<file path="config.mk">
export PLATFORM = sky130hd
export DESIGN_NAME = cordic_arbiter
export DESIGN_NICKNAME = d
export VERILOG_FILES = /design/src/rtl/cordic_pkg.sv /design/src/rtl/cordic_arbiter_rr_pick.sv /design/src/rtl/cordic_arbiter.sv
export SDC_FILE = /design/constraint.sdc
export NUM_CORES = 1
export LEC_CHECK = 0
export ABC_AREA = 1
export CORE_UTILIZATION = 41
export DETAILED_ROUTE_END_ITERATION = 8
export PLACE_DENSITY_LB_ADDON = 0.08
export SLEW_MARGIN = 20
export SYNTH_ARGS = -nofsm -noshare
export SYNTH_HDL_FRONTEND = slang
export SYNTH_SLANG_ARGS = --single-unit
</file>
<file path="constraint.sdc">
create_clock -name clk -period 3.2 [get_ports clk]
set_input_delay 0.48 -clock clk [delete_from_list [all_inputs] [get_ports clk]]
set_output_delay 0.48 -clock clk [all_outputs]
set_load 0.005 [all_outputs]
</file>
<file path="src/rtl/cordic_pkg.sv">
`default_nettype none
//==============================================================================
// Module      : cordic_pkg
// Description : Shared widths, angle constants and FSM encoding for the
//               CORDIC arbiter slice.
// Revision    : 1.0 - initial release
//==============================================================================
package cordic_pkg;

    localparam int ANGLE_W = 32;
    localparam int DATA_W  = 32;

    // Angles are in units of 1e-7 degree.
    localparam logic signed [ANGLE_W-1:0] ANG_90  = 32'sd900_000_000;
    localparam logic signed [ANGLE_W-1:0] ANG_180 = 32'sd1_800_000_000;

    typedef enum logic [1:0] {
        IDLE = 2'd0,
        RUN  = 2'd1,
        RESP = 2'd2
    } arb_state_t;

endpackage
`default_nettype wire

</file>
<file path="src/rtl/cordic_arbiter_rr_pick.sv">
`default_nettype none
//==============================================================================
// Module      : rr_pick
// Description : Combinational round-robin picker; searches from ptr+1 upward,
//               wrapping modulo N_REQ, and returns a one-hot grant plus index.
// Revision    : 1.0 - initial release
//==============================================================================
module rr_pick #(
    parameter int N_REQ = 4,
    parameter int ID_W  = 2
) (
    input  logic [N_REQ-1:0] req_valid,
    input  logic [ID_W-1:0]  ptr,
    output logic [N_REQ-1:0] grant,
    output logic [ID_W-1:0]  grant_idx,
    output logic             grant_any
);

    localparam int IDX_W = (N_REQ > 1) ? $clog2(N_REQ) : 1;

    logic [IDX_W-1:0] w_idx;

    // Walk from the farthest candidate to the nearest so the nearest valid
    // requester after ptr is the last writer and therefore wins.
    always_comb begin
        grant     = '0;
        grant_idx = '0;
        grant_any = 1'b0;
        w_idx     = '0;
        for (int k = N_REQ; k >= 1; k--) begin
            w_idx = IDX_W'((int'(ptr) + k) % N_REQ);
            if (req_valid[w_idx]) begin
                grant        = '0;
                grant[w_idx] = 1'b1;
                grant_idx    = ID_W'(w_idx);
                grant_any    = 1'b1;
            end
        end
    end

endmodule
`default_nettype wire

</file>
<file path="src/rtl/cordic_arbiter.sv">
`default_nettype none
//==============================================================================
// Module      : cordic_arbiter
// Description : Shares one 16-iteration sine/cosine CORDIC engine between
//               N_REQ requesters with round-robin arbitration and a tagged
//               valid/ready response bus. Optional quadrant folding of
//               +-180 degree inputs is enabled by CORDIC_ARB_RANGE_REDUCE_EN.
// Revision    : 1.0 - initial release
//==============================================================================
module cordic_arbiter
    import cordic_pkg::*;
#(
    parameter int N_REQ = 4,
    parameter int ID_W  = 2
) (
    input  logic                        clk,
    input  logic                        rst,
    input  logic [N_REQ-1:0]            req_valid,
    input  logic [ANGLE_W*N_REQ-1:0]    req_angle,
    output logic [N_REQ-1:0]            req_ready,
    output logic                        rsp_valid,
    input  logic                        rsp_ready,
    output logic [ID_W-1:0]             rsp_id,
    output logic signed [DATA_W-1:0]    rsp_sine,
    output logic signed [DATA_W-1:0]    rsp_cosine,
    output logic                        eng_s,
    output logic signed [ANGLE_W-1:0]   eng_angle,
    input  logic                        eng_done,
    input  logic signed [DATA_W-1:0]    eng_sine,
    input  logic signed [DATA_W-1:0]    eng_cosine
);

    arb_state_t                 r_state;
    logic [ID_W-1:0]            r_ptr;
    logic                       r_fold;

    logic [N_REQ-1:0]           w_grant;
    logic [ID_W-1:0]            w_grant_idx;
    logic                       w_grant_any;
    logic                       w_accept;
    logic signed [ANGLE_W-1:0]  w_sel_angle;
    logic signed [ANGLE_W-1:0]  w_drive_angle;
    logic                       w_fold;

    rr_pick #(
        .N_REQ (N_REQ),
        .ID_W  (ID_W)
    ) u_rr_pick (
        .req_valid (req_valid),
        .ptr       (r_ptr),
        .grant     (w_grant),
        .grant_idx (w_grant_idx),
        .grant_any (w_grant_any)
    );

    always_comb begin
        w_sel_angle = '0;
        for (int i = 0; i < N_REQ; i++) begin
            if (w_grant[i]) begin
                w_sel_angle = req_angle[ANGLE_W*i +: ANGLE_W];
            end
        end
    end

`ifdef CORDIC_ARB_RANGE_REDUCE_EN
    // Reflect about +-90 degrees: sine is preserved, cosine changes sign.
    always_comb begin
        w_fold        = 1'b0;
        w_drive_angle = w_sel_angle;
        if (w_sel_angle > ANG_90) begin
            w_fold        = 1'b1;
            w_drive_angle = ANG_180 - w_sel_angle;
        end else if (w_sel_angle < -ANG_90) begin
            w_fold        = 1'b1;
            w_drive_angle = -ANG_180 - w_sel_angle;
        end
    end
`else
    assign w_fold        = 1'b0;
    assign w_drive_angle = w_sel_angle;
`endif

    // The accept pulse must coincide with the grant decision in IDLE, so it
    // is decoded from the state register rather than registered itself.
    assign w_accept  = (r_state == IDLE) && w_grant_any && !eng_done && !rst;
    assign req_ready = w_accept ? w_grant : '0;

    always_ff @(posedge clk) begin
        if (rst) begin
            r_state    <= IDLE;
            r_ptr      <= ID_W'(N_REQ - 1);
            r_fold     <= 1'b0;
            eng_s      <= 1'b0;
            eng_angle  <= '0;
            rsp_valid  <= 1'b0;
            rsp_id     <= '0;
            rsp_sine   <= '0;
            rsp_cosine <= '0;
        end else begin
            case (r_state)
                IDLE: begin
                    if (w_accept) begin
                        r_ptr     <= w_grant_idx;
                        r_fold    <= w_fold;
                        eng_angle <= w_drive_angle;
                        eng_s     <= 1'b1;
                        r_state   <= RUN;
                    end
                end
                RUN: begin
                    if (eng_done) begin
                        eng_s      <= 1'b0;
                        rsp_valid  <= 1'b1;
                        rsp_id     <= r_ptr;
                        rsp_sine   <= eng_sine;
                        rsp_cosine <= r_fold ? -eng_cosine : eng_cosine;
                        r_state    <= RESP;
                    end
                end
                RESP: begin
                    if (rsp_ready) begin
                        rsp_valid <= 1'b0;
                        r_state   <= IDLE;
                    end
                end
                default: begin
                    r_state <= IDLE;
                end
            endcase
        end
    end

endmodule
`default_nettype wire

</file>
Word-level counts from Yosys, hierarchy flattened --
Index checks and enable logic that the tools add are counted.
Word-level totals: register bits 104, output and inout bits 104
Cells by class: add/sub/neg operators 4, $lt $le $gt $ge 8, equality and inequality tests 5, muxes and demuxes 43, reductions and logical operators 17
Operators by type and width (count):
- 32-bit 2-to-1 mux | 4
- 4-bit 2-to-1 mux | 5
- 1-bit 2-to-1 mux | 16
- 2-bit 2-to-1 mux | 7
- 2-bit by 3-bit less-than comparator with 1-bit output (second input constant) | 4
- 3-bit AND reduction | 3
- 1-bit binary-select mux with 2-bit select | 4
- 1-bit demux with 2-bit select | 4
- 2-bit by 1-bit greater-or-equal comparator with 1-bit output (second input constant) | 4
- 1-bit logical AND | 7
- 2-bit inequality test (second input constant) | 3
- 2-bit case mux with 3 select lines | 1
- 2-bit by 1-bit adder with 2-bit output (second input constant) | 2
- 2-bit adder (second input constant) | 2
- 1-bit case mux with 2 select lines | 2
- 2-bit AND reduction | 2
- 2-bit nonzero test | 2
- 2-bit by 1-bit equality test with 1-bit output (second input constant) | 1
- 2-bit equality test (second input constant) | 1
- 1-bit logical NOT | 2
- 2-bit logical NOT | 1

Depth between registers and ports, before layout --
depth in word-level cells 13, gate-level depth with buffers 17

By module --
Synthesis repeated with hierarchy kept, for this count alone.
Second synthesis, totals: cells, all modules 836, area total of the unflattened synthesis 5476.5 µm²
By module, submodules not included:
- cordic_arbiter | times used 1, cells each 747, area an instance 5008.6 µm², sequential area each 2082.0 µm²
- rr_pick | times used 1, cells each 89, area an instance 467.9 µm², sequential area each 0.0 µm²

Least setup slack after synthesis --
Ideal clock, no wire load.
kind flip-flop to output port, start point reg r_ptr[0], end point out req_ready[2], arrival time 1.970 ns, required time 2.720 ns, setup slack 0.750 ns, cell stages (with the launch flop) 12, path buffers 2, cell sequence dfxtp_1 -> inv_2 -> ha_1 -> inv_1 -> nand3_1 -> nand2_2 -> inv_2 -> nand3_1 -> nand4_2 -> buf_2 -> buf_2 -> nor2_1
Between the ends: cells in the longest elaborated chain, start to end 11, elaborated cells between the ends (all ways) 44
Ends and longest elaborated chain:
- start, declared | RTL line cordic_arbiter.sv:34 | logic [ID_W-1:0] r_ptr;
- start signal, assigned | RTL line cordic_arbiter.sv:91 | r_ptr <= ID_W'(N_REQ - 1);
- start signal, assigned | RTL line cordic_arbiter.sv:103 | r_ptr <= w_grant_idx;
- branches (longest 10 deep; another with 2-bit by 3-bit less-than comparator with 1-bit output)
- 4-bit 2-to-1 mux (*) | RTL line cordic_arbiter.sv:86 | assign req_ready = w_accept ? w_grant : '0;
- end, declared | RTL line cordic_arbiter.sv:20 | output logic [N_REQ-1:0] req_ready,
Every way passes the cells marked *. The select of a mux whose other input is x is not followed.

Worst setup path after layout --
start point reg r_ptr[1], end point out req_ready[2]
The elaborated chain is that of the path after synthesis.

==> results_dict.tcl <==
set metrics [dict create \
    drive_above_1_share 0.0603 \
    cpMaxStageDelayCell "clkdlybuf4s50_1" \
    detail_route.vias_per_cell 4.87 \
    htreeDepth 3 \
    placement.cell_area_mm2 0.00919 \
    maxSlewHeadroom 0.612 \
    synth_seq_area_share 0.344 \
    antenna_found_initial 0 \
    maximum_cell_stage_delay_along_the_critical_path_ps 540 \
    clock_skew_ps 6.42 \
    antenna_cells_inserted 0 \
    floorplan.die.width_um 124 \
    dp_cells 1412 \
    finalSetupTns_ps 0 \
    grt-ovfl-total 0 \
    dp_hpwl_um 14300 \
    hold_bufs_at_cts 0 \
    rsz0062_at_grt "no" \
    tritoncts_num_sinks 104 \
    area_growth_syn_to_layout_pct 57.0 \
    synth.net_count 1177 \
    postLayoutCoreUtil 0.657 \
    power.ir.vdd_worst_v 0.00114 \
    drv_slew 0 \
    drt-initial-drc-count 524 \
    power-per-cell-area_mw_per_mm2 937 \
    worst_path_most_repeated_cell "nand2_2" \
    port-buffer-count 303 \
    power.static_leakage_nw 4.19 \
    drtAntennaViolNets 0 \
    worstPathCellList "inv_1 -> ha_4 -> inv_1 -> nand3_1 -> nand2_2 -> inv_2 -> nor2_1 -> nand2_1 -> nand2_2 -> nand2_2 -> nor2_1 -> clkdlybuf4s50_1" \
    critical_path_class "flip-flop to primary output" \
    floorplan.die.height_um 124 \
    first_pass_grt_wire_length_um 30500 \
    setup_viol 0 \
    avg_synthesized_cell_area_um2 6.25 \
    initial_utilization 0.419 \
    core_region_area_mm2 0.0145 \
    detail_route.wirelength_um 19800 \
    worstSetupStartpointType "flip-flop" \
    hold_viol_final 0 \
    grt_pass1_vias 6130 \
    mostFrequentLayoutCells "clkdlybuf4s50_1, nand2_1, inv_1, nand3_1, dfxtp_1" \
    via_total_after_detailed_routing 6959 \
    io_pins 304 \
    root_buffer "clkbuf_16" \
    outcome "finished clean" \
    final_area_mm2 0.00951 \
    tightestPinTransition_ps 582 \
    gp_congestion 0.883 \
    timing.critical_path.required_ps 2720 \
    grt_max_degree 70 \
    crit_buf_inv 4 \
    final_net_count 1446 \
    period_minus_slack_ps 3020 \
    insertion_delay_ps 350 \
    max_freq_mhz 331 \
    ys_ff_latch 104 \
    syn-cell-area_mm2 0.00606 \
    fin_cells 1428 \
    mostFrequentLayoutCell "clkdlybuf4s50_1" \
    wl_per_cell_um 13.8 \
    number_of_standard_cell_rows_in_the_floorplan 44 \
    post-route-period-util 0.945 \
    synth_cells 970 \
    hold_class "flip-flop to flip-flop" \
    drc 0 \
    grt_usage 0.254 \
    synth.yosys.warnings 0 \
    cts_buffer_depth 2 \
    drt-pass1-iter-count 5 \
    timing.hold.ws_ps 444 \
    yosysUniqueCellTypes 25 \
    cap_violations 0 \
    clkSlewWorstSetupHoldPaths_ps 70 \
    design.die.area_mm2 0.0153 \
    tritoncts.num_buffers 9 \
    clock_tree_from_tritoncts "done" \
    critical_path.max_fanout 5 \
    cp_top_family "buffers and inverters" \
    critical_path.endpoint_type "primary output" \
    worst_ep_arrival_time_ps 2540 \
]
-- synth_stat cells, drive strengths merged --
cell | count | area [um2]
dfxtp | 104 | 2080
inv | 177 | 664
nand2 | 241 | 942
nand4 | 1 | 12.5
ha | 7 | 87.6
nor2 | 11 | 51.3
or2 | 2 | 12.5
a21oi | 103 | 515
o31ai | 2 | 15.0
o21ai | 69 | 345
nor3 | 1 | 5.00
buf | 31 | 189
clkbuf | 36 | 135
nand3 | 146 | 736
nand3b | 32 | 240
clkinv | 7 | 26.3
-- worst min-delay path: stages (launching register included) --
cell	delay (ps)
dfxtp_1	310
inv_1	40
a21oi_1	50
-- layout make-up --
cell class / instances / area (um2)
inverters: 184 / 691
well taps: 184 / 230
fillers: 1345 / 4970
repair buffers: 325 / 3210
clock buffers: 11 / 233
multi-input cells: 615 / 3000
flip-flops and latches: 104 / 2080
clock inverters: 5 / 65.1
-- repair_timing --
action	4_1_cts	5_1_grt
hold endpoints to repair	0	0
gates resized for setup	0	4
buffers inserted	0	0
endpoints found under the setup margin	0	4
-- power breakdown --
group          switching (mW)  internal, mW
combinational            3.81          2.29
clock                   0.511         0.616
sequential              0.136          1.56
-- flip-flops by register name, indices dropped and copies added, names as in the netlist --
name	count
eng_angle	32
rsp_cosine	32
r_state	2
rsp_sine	32
rsp_valid	1
rsp_id	2
eng_s	1
r_ptr	2
-- cell families after synthesis --
kind of cell	share of synthesized area
compound gates	0.145
fa+ha+maj	0.0145
buf+inv	0.167
flops	0.344
simple gates	0.330
-- through the flow --
step                setup slack [ps]  power, mW
floorplan                        750       6.04
global placement                 348       7.70
detailed placement               330       7.74
CTS                             94.1       8.90
global route                    46.1       9.75
finish                           175       8.92
-- layer usage --
layer,up-vias,share of wire,track usage
met4,0,0.024,0.0828
met1,3087,0.42,0.315
met5,-,0,0
met2,268,0.48,0.438
met3,30,0.076,0.0536
li1,3574,-,-
-- worst paths after layout --
| path | from | endpoint | slack, ps | cells past startpoint |
|---|---|---|---|---|
| setup reg to reg | r_ptr[1]$_SDFFE_PP1P_ | eng_angle[10]$_SDFFE_PP0P_ | 780 | 15 |
| hold reg to reg | rsp_sine[17]$_SDFFE_PP0P_ | rsp_sine[17]$_SDFFE_PP0P_ | 440 | 2 |
| setup / recovery | r_ptr[1]$_SDFFE_PP1P_ | req_ready[2] | 180 | 12 |
| hold / removal | rsp_sine[17]$_SDFFE_PP0P_ | rsp_sine[17]$_SDFFE_PP0P_ | 440 | 2 |
No activity file was read; power rests on OpenSTA's default activity.
